File: config.mk
export PLATFORM = sky130hd
export DESIGN_NAME = snake_body
export DESIGN_NICKNAME = d
export VERILOG_FILES = /design/src/rtl/snake_pkg.sv /design/src/rtl/snake_next_head.sv /design/src/rtl/snake_body.sv
export SDC_FILE = /design/constraint.sdc
export NUM_CORES = 1
export LEC_CHECK = 0
export BUFFER_PORTS_ARGS = -buffer_cell sky130_fd_sc_hd__buf_4
export CORE_MARGIN = 5
export CORE_UTILIZATION = 50
export CTS_CLUSTER_DIAMETER = 60
export CTS_CLUSTER_SIZE = 20
export DETAILED_ROUTE_END_ITERATION = 8
export PLACE_DENSITY = 0.66
export SLEW_MARGIN = 40
export SYNTH_ARGS = -nofsm -noshare
export SYNTH_HDL_FRONTEND = slang
export SYNTH_SLANG_ARGS = --single-unit
File: constraint.sdc
create_clock -name clk -period 58.3 [get_ports clk]
set_input_delay 2.915 -clock clk [delete_from_list [all_inputs] [get_ports clk]]
set_output_delay 2.915 -clock clk [all_outputs]
set_load 0.03 [all_outputs]
File: src/rtl/snake_pkg.sv
// snake_pkg: shared direction encoding, grid limits, reset geometry and coordinate type.
package snake_pkg;
    localparam logic [1:0] DIR_UP    = 2'd0;
    localparam logic [1:0] DIR_RIGHT = 2'd1;
    localparam logic [1:0] DIR_DOWN  = 2'd2;
    localparam logic [1:0] DIR_LEFT  = 2'd3;
    localparam int GRID_H_MAX     = 31;
    localparam int GRID_V_MAX     = 23;
    localparam int SNAKE_INIT_LEN = 3;
    localparam int SNAKE_MAX_LEN  = 32;
    typedef struct packed {
        logic [4:0] x;
        logic [4:0] y;
    } coord_t;
    localparam coord_t RST_HEAD = '{x: 5'd8, y: 5'd12};
endpackage

File: src/rtl/snake_next_head.sv
// snake_next_head: wrapped one-cell move of a head coordinate in a given direction.
module snake_next_head import snake_pkg::*; #(
    parameter int H_LOGIC_WIDTH = 5,
    parameter int V_LOGIC_WIDTH = 5,
    parameter int H_LOGIC_MAX   = GRID_H_MAX,
    parameter int V_LOGIC_MAX   = GRID_V_MAX
) (
    input  logic [H_LOGIC_WIDTH-1:0] i_x,
    input  logic [V_LOGIC_WIDTH-1:0] i_y,
    input  logic [1:0]               i_dir,
    output logic [H_LOGIC_WIDTH-1:0] o_x,
    output logic [V_LOGIC_WIDTH-1:0] o_y
);
    localparam logic [H_LOGIC_WIDTH-1:0] X_MAX = H_LOGIC_WIDTH'(H_LOGIC_MAX);
    localparam logic [V_LOGIC_WIDTH-1:0] Y_MAX = V_LOGIC_WIDTH'(V_LOGIC_MAX);
    localparam logic [H_LOGIC_WIDTH-1:0] X_ONE = H_LOGIC_WIDTH'(1);
    localparam logic [V_LOGIC_WIDTH-1:0] Y_ONE = V_LOGIC_WIDTH'(1);

    // up decreases Y (screen coordinates)
    always_comb begin
        o_x = i_dir == DIR_RIGHT ? (i_x == X_MAX ? '0 : i_x + X_ONE) :
              i_dir == DIR_LEFT  ? (i_x == '0 ? X_MAX : i_x - X_ONE) : i_x;
        o_y = i_dir == DIR_DOWN  ? (i_y == Y_MAX ? '0 : i_y + Y_ONE) :
              i_dir == DIR_UP    ? (i_y == '0 ? Y_MAX : i_y - Y_ONE) : i_y;
    end
endmodule

File: src/rtl/snake_body.sv
// snake_body: snake movement, segment storage, occupancy query and self-collision detection.
module snake_body import snake_pkg::*; #(
    parameter int H_LOGIC_WIDTH = 5,
    parameter int V_LOGIC_WIDTH = 5,
    parameter int H_LOGIC_MAX   = GRID_H_MAX,
    parameter int V_LOGIC_MAX   = GRID_V_MAX,
    parameter int MAX_LEN       = SNAKE_MAX_LEN,
    parameter int INIT_LEN      = SNAKE_INIT_LEN
) (
    input  logic                     clk,
    input  logic                     rst,
    input  logic                     step,
    input  logic                     dir_valid,
    input  logic [1:0]               dir_req,
    input  logic                     is_eat,
    input  logic [H_LOGIC_WIDTH-1:0] query_x,
    input  logic [V_LOGIC_WIDTH-1:0] query_y,
    output logic [H_LOGIC_WIDTH-1:0] head_x,
    output logic [V_LOGIC_WIDTH-1:0] head_y,
    output logic [9:0]               length,
    output logic                     query_hit,
    output logic                     moved,
    output logic                     game_over
);
    typedef enum logic {S_RUN, S_DEAD} state_t;

    state_t                   r_state, w_state_nxt;
    logic [H_LOGIC_WIDTH-1:0] r_seg_x [MAX_LEN];
    logic [V_LOGIC_WIDTH-1:0] r_seg_y [MAX_LEN];
    logic [9:0]               r_len;
    logic [1:0]               r_dir, r_dir_pend;
    logic                     r_eat_pend, r_moved;
    logic [H_LOGIC_WIDTH-1:0] w_nx;
    logic [V_LOGIC_WIDTH-1:0] w_ny;
    logic [9:0]               w_lim;
    logic                     w_run, w_grow, w_collide, w_commit, w_dir_ok;

    snake_next_head #(
        .H_LOGIC_WIDTH(H_LOGIC_WIDTH), .V_LOGIC_WIDTH(V_LOGIC_WIDTH),
        .H_LOGIC_MAX(H_LOGIC_MAX), .V_LOGIC_MAX(V_LOGIC_MAX)
    ) u_next (
        .i_x(r_seg_x[0]), .i_y(r_seg_y[0]), .i_dir(r_dir_pend), .o_x(w_nx), .o_y(w_ny)
    );

    // without growth the tail slot vacates this step, so it is excluded from the collision set
    always_comb begin
        w_run     = r_state == S_RUN;
        w_grow    = (r_eat_pend || is_eat) && r_len < 10'(MAX_LEN);
        w_lim     = w_grow ? r_len : r_len - 10'd1;
        w_collide = 1'b0;
        query_hit = 1'b0;
        for (int i = 0; i < MAX_LEN; i++) begin
            w_collide = w_collide | (10'(i) < w_lim && r_seg_x[i] == w_nx && r_seg_y[i] == w_ny);
            query_hit = query_hit | (10'(i) < r_len && r_seg_x[i] == query_x && r_seg_y[i] == query_y);
        end
        w_commit    = w_run && step && !w_collide;
        w_dir_ok    = w_run && dir_valid && dir_req != (r_dir ^ 2'd2);
        w_state_nxt = w_run && step && w_collide ? S_DEAD : r_state;
    end

    always_ff @(posedge clk)
        r_state <= rst ? S_RUN : w_state_nxt;

    always_ff @(posedge clk) begin
        if (rst) begin
            for (int i = 0; i < MAX_LEN; i++) begin
                r_seg_x[i] <= H_LOGIC_WIDTH'(int'(RST_HEAD.x) - i);
                r_seg_y[i] <= V_LOGIC_WIDTH'(RST_HEAD.y);
            end
            r_len      <= 10'(INIT_LEN);
            r_dir      <= DIR_RIGHT;
            r_dir_pend <= DIR_RIGHT;
            r_eat_pend <= 1'b0;
            r_moved    <= 1'b0;
        end else begin
            r_moved <= w_commit;
            if (w_dir_ok)
                r_dir_pend <= dir_req;
            if (w_commit) begin
                r_dir      <= r_dir_pend;
                r_eat_pend <= 1'b0;
                r_len      <= r_len + 10'(w_grow);
                r_seg_x[0] <= w_nx;
                r_seg_y[0] <= w_ny;
                for (int i = 1; i < MAX_LEN; i++) begin
                    r_seg_x[i] <= r_seg_x[i-1];
                    r_seg_y[i] <= r_seg_y[i-1];
                end
            end else if (w_run && is_eat)
                r_eat_pend <= 1'b1;
        end
    end

    assign head_x    = r_seg_x[0];
    assign head_y    = r_seg_y[0];
    assign length    = r_len;
    assign moved     = r_moved;
    assign game_over = r_state == S_DEAD;
endmodule

---- Word level (Yosys, flattened, before mapping) ----
Memories as Yosys holds them, arrays and structs flattened.
Cells that the tools add are included.
operators by class
  add/subtract/negate cells ............... 6
  muxes and demuxes ....................... 78
  bitwise operators ....................... 128
  reductions and logical operators ........ 141
  order comparisons ....................... 65
  equality and inequality tests ........... 134
operator list
  operator                                             number
  == test 5 bit                                        128
  two-way mux 5 bit                                    72
  < comparator 5 x 10 -> 1 bit, first input constant   32
  < comparator 4 x 10 -> 1 bit, first input constant   16
  logical AND 1 bit                                    135
  OR 1 bit                                             126
  < comparator 3 x 10 -> 1 bit, first input constant   8
  < comparator 1 x 10 -> 1 bit, first input constant   4
  < comparator 2 x 10 -> 1 bit, first input constant   4
  adder 10 x 1 -> 10 bit                               1
  adder 5 x 1 -> 5 bit, second input constant          2
  == test 5 bit, second input constant                 2
  zero test 5 bit                                      2
  < comparator 10 x 6 -> 1 bit, second input constant  1
  two-way mux 10 bit                                   1
  subtractor 10 x 1 -> 10 bit, second input constant   1
  subtractor 5 x 1 -> 5 bit, second input constant     2
  two-way mux 1 bit                                    5
  == test 2 bit, second input constant                 2
  == test 2 x 1 -> 1 bit, second input constant        1
  zero test 2 bit                                      1
  != test 2 bit                                        1
  inverter 1 bit                                       2
  OR reduction 2 bit                                   1
  other kinds (2)                                      2
word-level totals
  memories ................................ 2
  output and inout bits ................... 23
  word-level logic and storage cells ...... 560
  bits of input ports ..................... 17
  memory bits (writable) .................. 320
  register bits ........................... 17
memory list
  name     words  width  rd ports  clocked after memory_dff  write ports  line              RTL
  r_seg_x  32     5      32        0                         32           snake_body.sv:28  logic [H_LOGIC_WIDTH-1:0] r_seg_x [MAX_LEN];
  r_seg_y  32     5      32        0                         32           snake_body.sv:29  logic [V_LOGIC_WIDTH-1:0] r_seg_y [MAX_LEN];

---- Depth between registers and ports, before layout ----
Gate-level depths: netlist of run 1.
  depth after elaboration ................. 44
  mapped depth ............................ 19
  mapped depth without buffers ............ 15

---- Hierarchy ----
From an unflattened synthesis of run 1, not the netlist that was laid out.
unflattened totals
  cell total of the unflattened synthesis .. 2000
  area total of the unflattened synthesis .. 21856.0 um2
by module, submodules not included
  module           cells an instance  seq. area each (um2)  instances  area each (um2)
  snake_body       1930               9949.5                1          21374.2
  snake_next_head  70                 0.0                   1          481.7

---- Worst setup path after synthesis of run 1 ----
Ideal clock, no wire load.
  path type ............................... input to register
  start ................................... input port is_eat
  end ..................................... memory r_seg_x[0][0] (enable)
  path buffers ............................ 2
  cell stages on the path ................. 12
  data required time ...................... 56.853 ns
  library setup time ...................... 1.447 ns
  setup slack ............................. 29.297 ns
  arrival ................................. 27.556 ns
  cells stage by stage .................... o21bai_1 > buf_1 > o211ai_2 > mux2i_1 > nor4_4 > nand2_1 > o211a_1 > a221o_1 > nor2_2 > nand4_4 > buf_2 > o21ai_0
RTL lines
  what                line              RTL
  start: declaration  snake_body.sv:15  input logic is_eat,
  end: declaration    snake_body.sv:28

---- Final worst setup path of run 1 ----
  start ................................... input port query_y[3]
  end ..................................... output port query_hit
between the ends
  longest elaborated chain between the ends .. 33
  elaborated cells on any way between the ends .. 95
  those cells by class .................... eq/ne: 32; bitwise: 31; reduce/logical: 32
ends and longest elaborated chain
  what                    line              RTL
  start: declaration      snake_body.sv:17  input logic [V_LOGIC_WIDTH-1:0] query_y,
  == test 5 bit           snake_body.sv:54  query_hit = query_hit | (10'(i) < r_len && r_seg_x[i] == query_x && r_seg_y[i] == query_y);
  logical AND 1 bit       snake_body.sv:54
  OR 1 bit (30 in a row)  snake_body.sv:54
  OR 1 bit *              snake_body.sv:54
  end: declaration        snake_body.sv:21  output logic query_hit,
Mark *: on every way between the ends. The rest lies on a longest branch, timed or not.

==> impl_metrics.toml, run 1 <==
[status]
status = "finished, final reports clean"

[clocking]
post_cts_buffers = 0
insertion_delay_ns = 0.57
clk_pin_slew_ns = 0.07
clockBufferDepth = 3
cts_hold_buf = 0
cts.sinks = 337
clock-root-buffer = "clkbuf_16"
post_cts_resized = 0
numCtsBuffers = 34
htree_levels = 2
cts_tree = "done"

[critical_path]
crit_required_ns = 55.38
cp-end-kind = "output port"
cp_max_fo = 32
start_kind = "primary input"
cp-startpoint = "query_y[3]"
arrival_ns = 5.77
worstSetupPathType = "in -> out"
rrSetupSlack_ns = 51.03
endpoint = "query_hit"
reg2reg_depth = 16
r2r-end = "r_seg_x[0][71]$_SDFFCE_PN1P_"
r2r_start = "length[1]$_SDFFE_PP1P_"

[synthesis]
synthCells = 2057
synth_area_leader_cell = "edfxtp_1"
synth_common_cells = "342 x xnor2_1, 320 x edfxtp_1, 279 x xor2_1, 94 x and2_1, 82 x nor2b_1"
synth_top_area_share_pct = 43.56
syn_avg_cell_area_um2 = 10.72
ys_seq_elements = 337
netlist_area_um2 = 22060
ys_seq_area_share_pct = 45.11
yosysUniqueCellTypes = 84
ys.flop_type = "edfxtp_1"
synth-warning-count = 0
yosys-top-cells-area = "edfxtp_1 44%, xnor2_1 14%, xor2_1 11%, and2_1 2.7%, nor2b_1 2.3%"
synth.most_common_cell = "xnor2_1"
synth_edf_count = 320
async_reset_ff_share_pct = 0
synth_nets = 2084

[floorplanning]
pin_count = 40
fp-row-count = 77
die_area_um2 = 48420
core_area_um2 = 43930
start_util_pct = 50.21
die_h_um = 220.0
fp.dieW_um = 220.0

[route]
detail-route-antenna-nets = 0
finalWirelength_um = 72020
vias = 16240
viasPerCell = 6.178
drt_pass1_iterations = 5
route.detailed.drc = 0
drt_iter0_drc = 2028
wl_per_cell_um = 27.39

[placement]
port_buffers = 39
post_dp_cell_area_um2 = 22800
pre_cts_ws_ns = 49.67
globalplace.congestion = 0.9457
dp.cells = 2567
dp_hpwl_um = 46420

[layout]
multi_input_area_um2 = 11440
register_area_um2 = 9952
fin_cells = 2629
layout.nets = 2038
synthToLayoutAreaGrowth_pct = 8.911
drive_gt1_share_pct = 11.30
final_util_pct = 54.68
design_area_um2 = 24020
fill_cells = 3859

[flow_run]
cap_violations = 0

[sta]
fmax_mhz = 115.1
min_period_ns = 8.688
worst_slack_ns = 49.61
finalClockSkew_ns = 0.02610
max_slew_margin_pct = 33.72
setup_viol = 0
finalHoldViolCount = 0
worstMarginPinSlew_ns = 0.9851
slew_violations = 0
fin_setup_tns_ns = 0
grt_setup_unrepaired = "no"
period_share_pct = 14.90

[power]
powerDensity_nw_per_um2 = 40.19
ir_drop_uv = 27.96
leakagePower_uw = 0.007806

[min_path]
min_path_type = "reg -> reg"

[global_route]
grt_max_degree = 96
grt_pass1_wl_um = 105900
grt-ovfl-total = 0
grt_pass1_vias = 15900
track_usage_pct = 29.60
antenna_found_initial = 2
## through the flow
step                hold slack (ns)  power (uW)
floorplan                    0.4373       640.3
global placement             0.4482       709.3
detailed placement           0.4666       716.4
CTS                          0.4820       960.7
global route                 0.5317        1003
finish                       0.4989       965.4
## worst max-delay path, stage by stage
cell	delay, ns
buf_4	0.61
xor2_1	0.20
nor4_1	0.09
nand4_1	0.22
nand2_1	0.09
a311o_1	0.31
nor4_1	0.40
nand4_1	0.18
nor3_1	0.16
nor2_1	0.06
o22ai_1	0.12
nand3_1	0.18
buf_4	0.23
## layout make-up
cell class,instances,share of cell area [%]
sequential,337,41.43
clock inverter,26,1.411
antenna,1,0.01042
inverter,22,0.3438
tap,592,3.083
multi-input combinational,1545,47.61
timing repair buffer,71,2.469
clock buffer,35,3.646
## cell families after synthesis
| kind of cell | Yosys count | share of synthesized area (%) |
|---|---|---|
| flops | 337 | 45.11 |
| fa+ha+maj | 11 | 0.6126 |
| xor+xnor | 625 | 25.07 |
| simple gates | 705 | 19.05 |
| compound gates | 197 | 6.319 |
| mux | 7 | 0.3177 |
| buf+inv | 175 | 3.528 |
## how the worst min path moves through the flow
stage | endpoint | start | depth (start not counted)
after floorplan | r_eat_pend$_SDFFE_PP0P_ | r_eat_pend$_SDFFE_PP0P_ | 2
after global placement | r_eat_pend$_SDFFE_PP0P_ | r_eat_pend$_SDFFE_PP0P_ | 2
after detailed placement | r_eat_pend$_SDFFE_PP0P_ | r_eat_pend$_SDFFE_PP0P_ | 2
after CTS | r_eat_pend$_SDFFE_PP0P_ | r_eat_pend$_SDFFE_PP0P_ | 2
after global routing | r_eat_pend$_SDFFE_PP0P_ | r_eat_pend$_SDFFE_PP0P_ | 2
final | r_eat_pend$_SDFFE_PP0P_ | r_eat_pend$_SDFFE_PP0P_ | 2
## state kept, by name, indices dropped and copies added, names as in the netlist
signal / count
r_seg_x: 160
r_seg_y: 160
length: 10
r_dir: 2
r_dir_pend: 2
game_over: 1
moved: 1
r_eat_pend: 1
## metal layers
metal / vias up / wire length [um] / share of wire [%] / GRT usage, %
met2: 893 / 31680 / 44 / 44.43
met5: - / 13 / 0.018 / 0
li1: 7125 / - / - / -
met1: 8058 / 29670 / 41 / 41.07
met3: 165 / 7773 / 11 / 7.721
met4: 2 / 2888 / 4.0 / 11.84
## where the power goes
group / switching (uW) / leakage, uW / internal, uW / total, uW
clock: 113 / 0.000597 / 130 / 244
sequential: 58.0 / 0.00318 / 318 / 376
combinational: 212 / 0.00403 / 133 / 345
## cells in the final DEF, fill, tap and decap left out, drive strengths merged, types with 14 or more instances in the layout
| cell | instances |
|---|---|
| a21oi | 35 |
| and2 | 95 |
| buf | 71 |
| clkbuf | 35 |
| dfxtp | 17 |
| edfxtp | 320 |
| inv | 37 |
| nand2 | 49 |
| nand2b | 81 |
| nand3 | 43 |
| nand4 | 76 |
| nor2 | 51 |
| nor2b | 82 |
| nor3 | 34 |
| nor4 | 81 |
| o2111ai | 14 |
| o21ai | 37 |
| or2 | 68 |
| xnor2 | 342 |
| xor2 | 279 |
Power figures use the tool's default switching activity.
==> inputs of run 2 (changes only) <==
clock period = 8.6 ns   (was 58.3 ns; I/O delays follow)
==> run 2 against run 1 <==
Final area down 0.11%. Combinational power rose to 6.8 times the previous value. Core utilization down 0.060 points. Critical path type is now reg -> reg. Critical endpoint is now r_seg_y[0][2]$_SDFFCE_PN1P_. Largest cell class unchanged. Largest power group unchanged.
==> impl_metrics.toml, run 2 (synthesis results as in run 1) <==
[global_route]
track_usage_pct = 28.59
grt-ovfl-total = 0
antenna_found_initial = 0
grt_pass1_vias = 15670
grt_pass1_wl_um = 103900
grt_max_degree = 154

[route]
route.detailed.drc = 0
wl_per_cell_um = 26.80
viasPerCell = 6.206
detail-route-antenna-nets = 0
finalWirelength_um = 70290
vias = 16280
drt_iter0_drc = 1920
drt_pass1_iterations = 5

[critical_path]
worstPathCellList = "inv_1, ha_1, or3b_1, o31ai_1, nand4_1, nor4_4, nand2_1, o2111ai_1, o311ai_1, a21oi_1, nand4_2, nor3_4, buf_6, buf_12, nand2_1"
worstSetupPathType = "reg -> reg"
cp_max_fo = 126
start_kind = "flop"
rrSetupSlack_ns = 2.40
cp-end-kind = "flop"
cpMaxStageDelayCell = "nor3_4"
crit_required_ns = 8.90
endpoint = "r_seg_y[0][2]$_SDFFCE_PN1P_"
cp-startpoint = "length[1]$_SDFFE_PP1P_"
slowest_delay_ns = 0.64
r2r_start = "length[1]$_SDFFE_PP1P_"
crit_top_cell = "nand2_1"
reg2reg_depth = 15
arrival_ns = 6.50
r2r-end = "r_seg_y[0][2]$_SDFFCE_PN1P_"

[power]
powerDensity_nw_per_um2 = 267.7
p_clk_share_pct = 24.0
ir_drop_uv = 181.0
p_sw_uw = 2534
switching_share_pct = 39.44
leakagePower_uw = 0.007741
combPwrFrac_pct = 36.7
p_int_uw = 3891
power_frac_seq_pct = 39.4

[floorplanning]
pin_count = 40
die_h_um = 220.0
die_area_um2 = 48420
core_area_um2 = 43930
start_util_pct = 50.21
fp-row-count = 77
fp.dieW_um = 220.0

[clocking]
cts_tree = "done"
numCtsBuffers = 31
htree_levels = 1
clockBufferDepth = 3
cts.sinks = 337
post_cts_resized = 0
clk_pin_slew_ns = 0.07
insertion_delay_ns = 0.62
clock-root-buffer = "clkbuf_16"
post_cts_buffers = 0
cts_hold_buf = 0

[sta]
whs_ns = 0.06960
worstMarginPinSlew_ns = 0.8951
period_share_pct = 72.08
fin_setup_tns_ns = 0
min_period_ns = 6.199
worst_slack_ns = 2.401
finalClockSkew_ns = 0.02874
fmax_mhz = 161.3
finalHoldViolCount = 0
max_slew_margin_pct = 39.78
grt_setup_unrepaired = "no"
slew_violations = 0
setup_viol = 0

[layout]
register_area_um2 = 9952
fill_cells = 3851
mostFrequentLayoutCells = "341 x xnor2_1, 320 x edfxtp_1, 279 x xor2_1"
multi_input_area_um2 = 11520
num_antenna_cells = 0
layout.nets = 2034
synthToLayoutAreaGrowth_pct = 8.792
drive_gt1_share_pct = 11.52
final_util_pct = 54.62
layout_commonest_cell = "xnor2_1"

[min_path]
min_path_type = "in -> reg"

[placement]
port_buffers = 39
dp_hpwl_um = 45600
pre_cts_ws_ns = 2.271
globalplace.congestion = 1.017

[status]
status = "finished, final reports clean"

[flow_run]
cap_violations = 0
[run 2: changes by cell type in the layout (fill, tap and decap cells not counted), moves of 3 or more]
cell	delta
clkinvlp_4	+4
ha_1	-3
clkinv_8	-3
clkbuf_16	-4
[run 2: critical path: cells and delay by family, from the launching register on]
| family | cells | cell delay [ns] |
|---|---|---|
| adders and majority gates | 1 | 0.55 |
| buffers and inverters | 3 | 0.87 |
| AOI/OAI and AO/OA | 4 | 1.06 |
| and+or+nand+nor | 7 | 2.95 |
| DFF | 1 | 0.44 |
[run 2: worst min-delay path by stage]
stage | end | from | slack, ns | cells past startpoint
detailed placement | r_eat_pend$_SDFFE_PP0P_ | r_eat_pend$_SDFFE_PP0P_ | 0.47 | 2
global placement | r_eat_pend$_SDFFE_PP0P_ | r_eat_pend$_SDFFE_PP0P_ | 0.45 | 2
floorplan | r_eat_pend$_SDFFE_PP0P_ | r_eat_pend$_SDFFE_PP0P_ | 0.44 | 2
CTS | r_dir_pend[0]$_SDFFE_PP1P_ | dir_req[0] | 0.05 | 3
global route | r_dir_pend[0]$_SDFFE_PP1P_ | dir_req[0] | 0.09 | 3
finish | r_dir_pend[0]$_SDFFE_PP1P_ | dir_req[0] | 0.07 | 3
[run 2: routing by layer]
metal	global-route usage, %	wire (um)	up-vias
met4	9.569	2708	0
met5	0	0	-
met2	44.67	31690	866
li1	-	-	7125
met3	4.850	6496	163
met1	40.60	29390	8125
[run 2: area by class of cell]
class	instances	share of cell area (%)
tap	592	3.087
inverter	22	0.3546
clock inverter	25	1.371
multi-input combinational	1545	47.99
sequential	337	41.47
clock buffer	32	3.248
timing repair buffer	70	2.477
[run 2: power by group through the flow]
stage	Combinational, uW	Sequential [uW]	Clock, uW
final	2360	2530	1540
after global routing	2500	2560	1610
after CTS	2310	2520	1550
after detailed placement	2300	2550	0
after global placement	2240	2550	0
after floorplan	1720	2470	0
[run 2: through the flow]
step | area, um2 | cells | power [uW]
5_1_grt | 24000 | 2623 | 6673
4_1_cts | 23940 | 2620 | 6386
3_3_place_gp | 22780 | 2563 | 4791
2_1_floorplan | 22240 | 2057 | 4190
6_report | 24000 | 2623 | 6424
3_5_place_dp | 22830 | 2563 | 4848
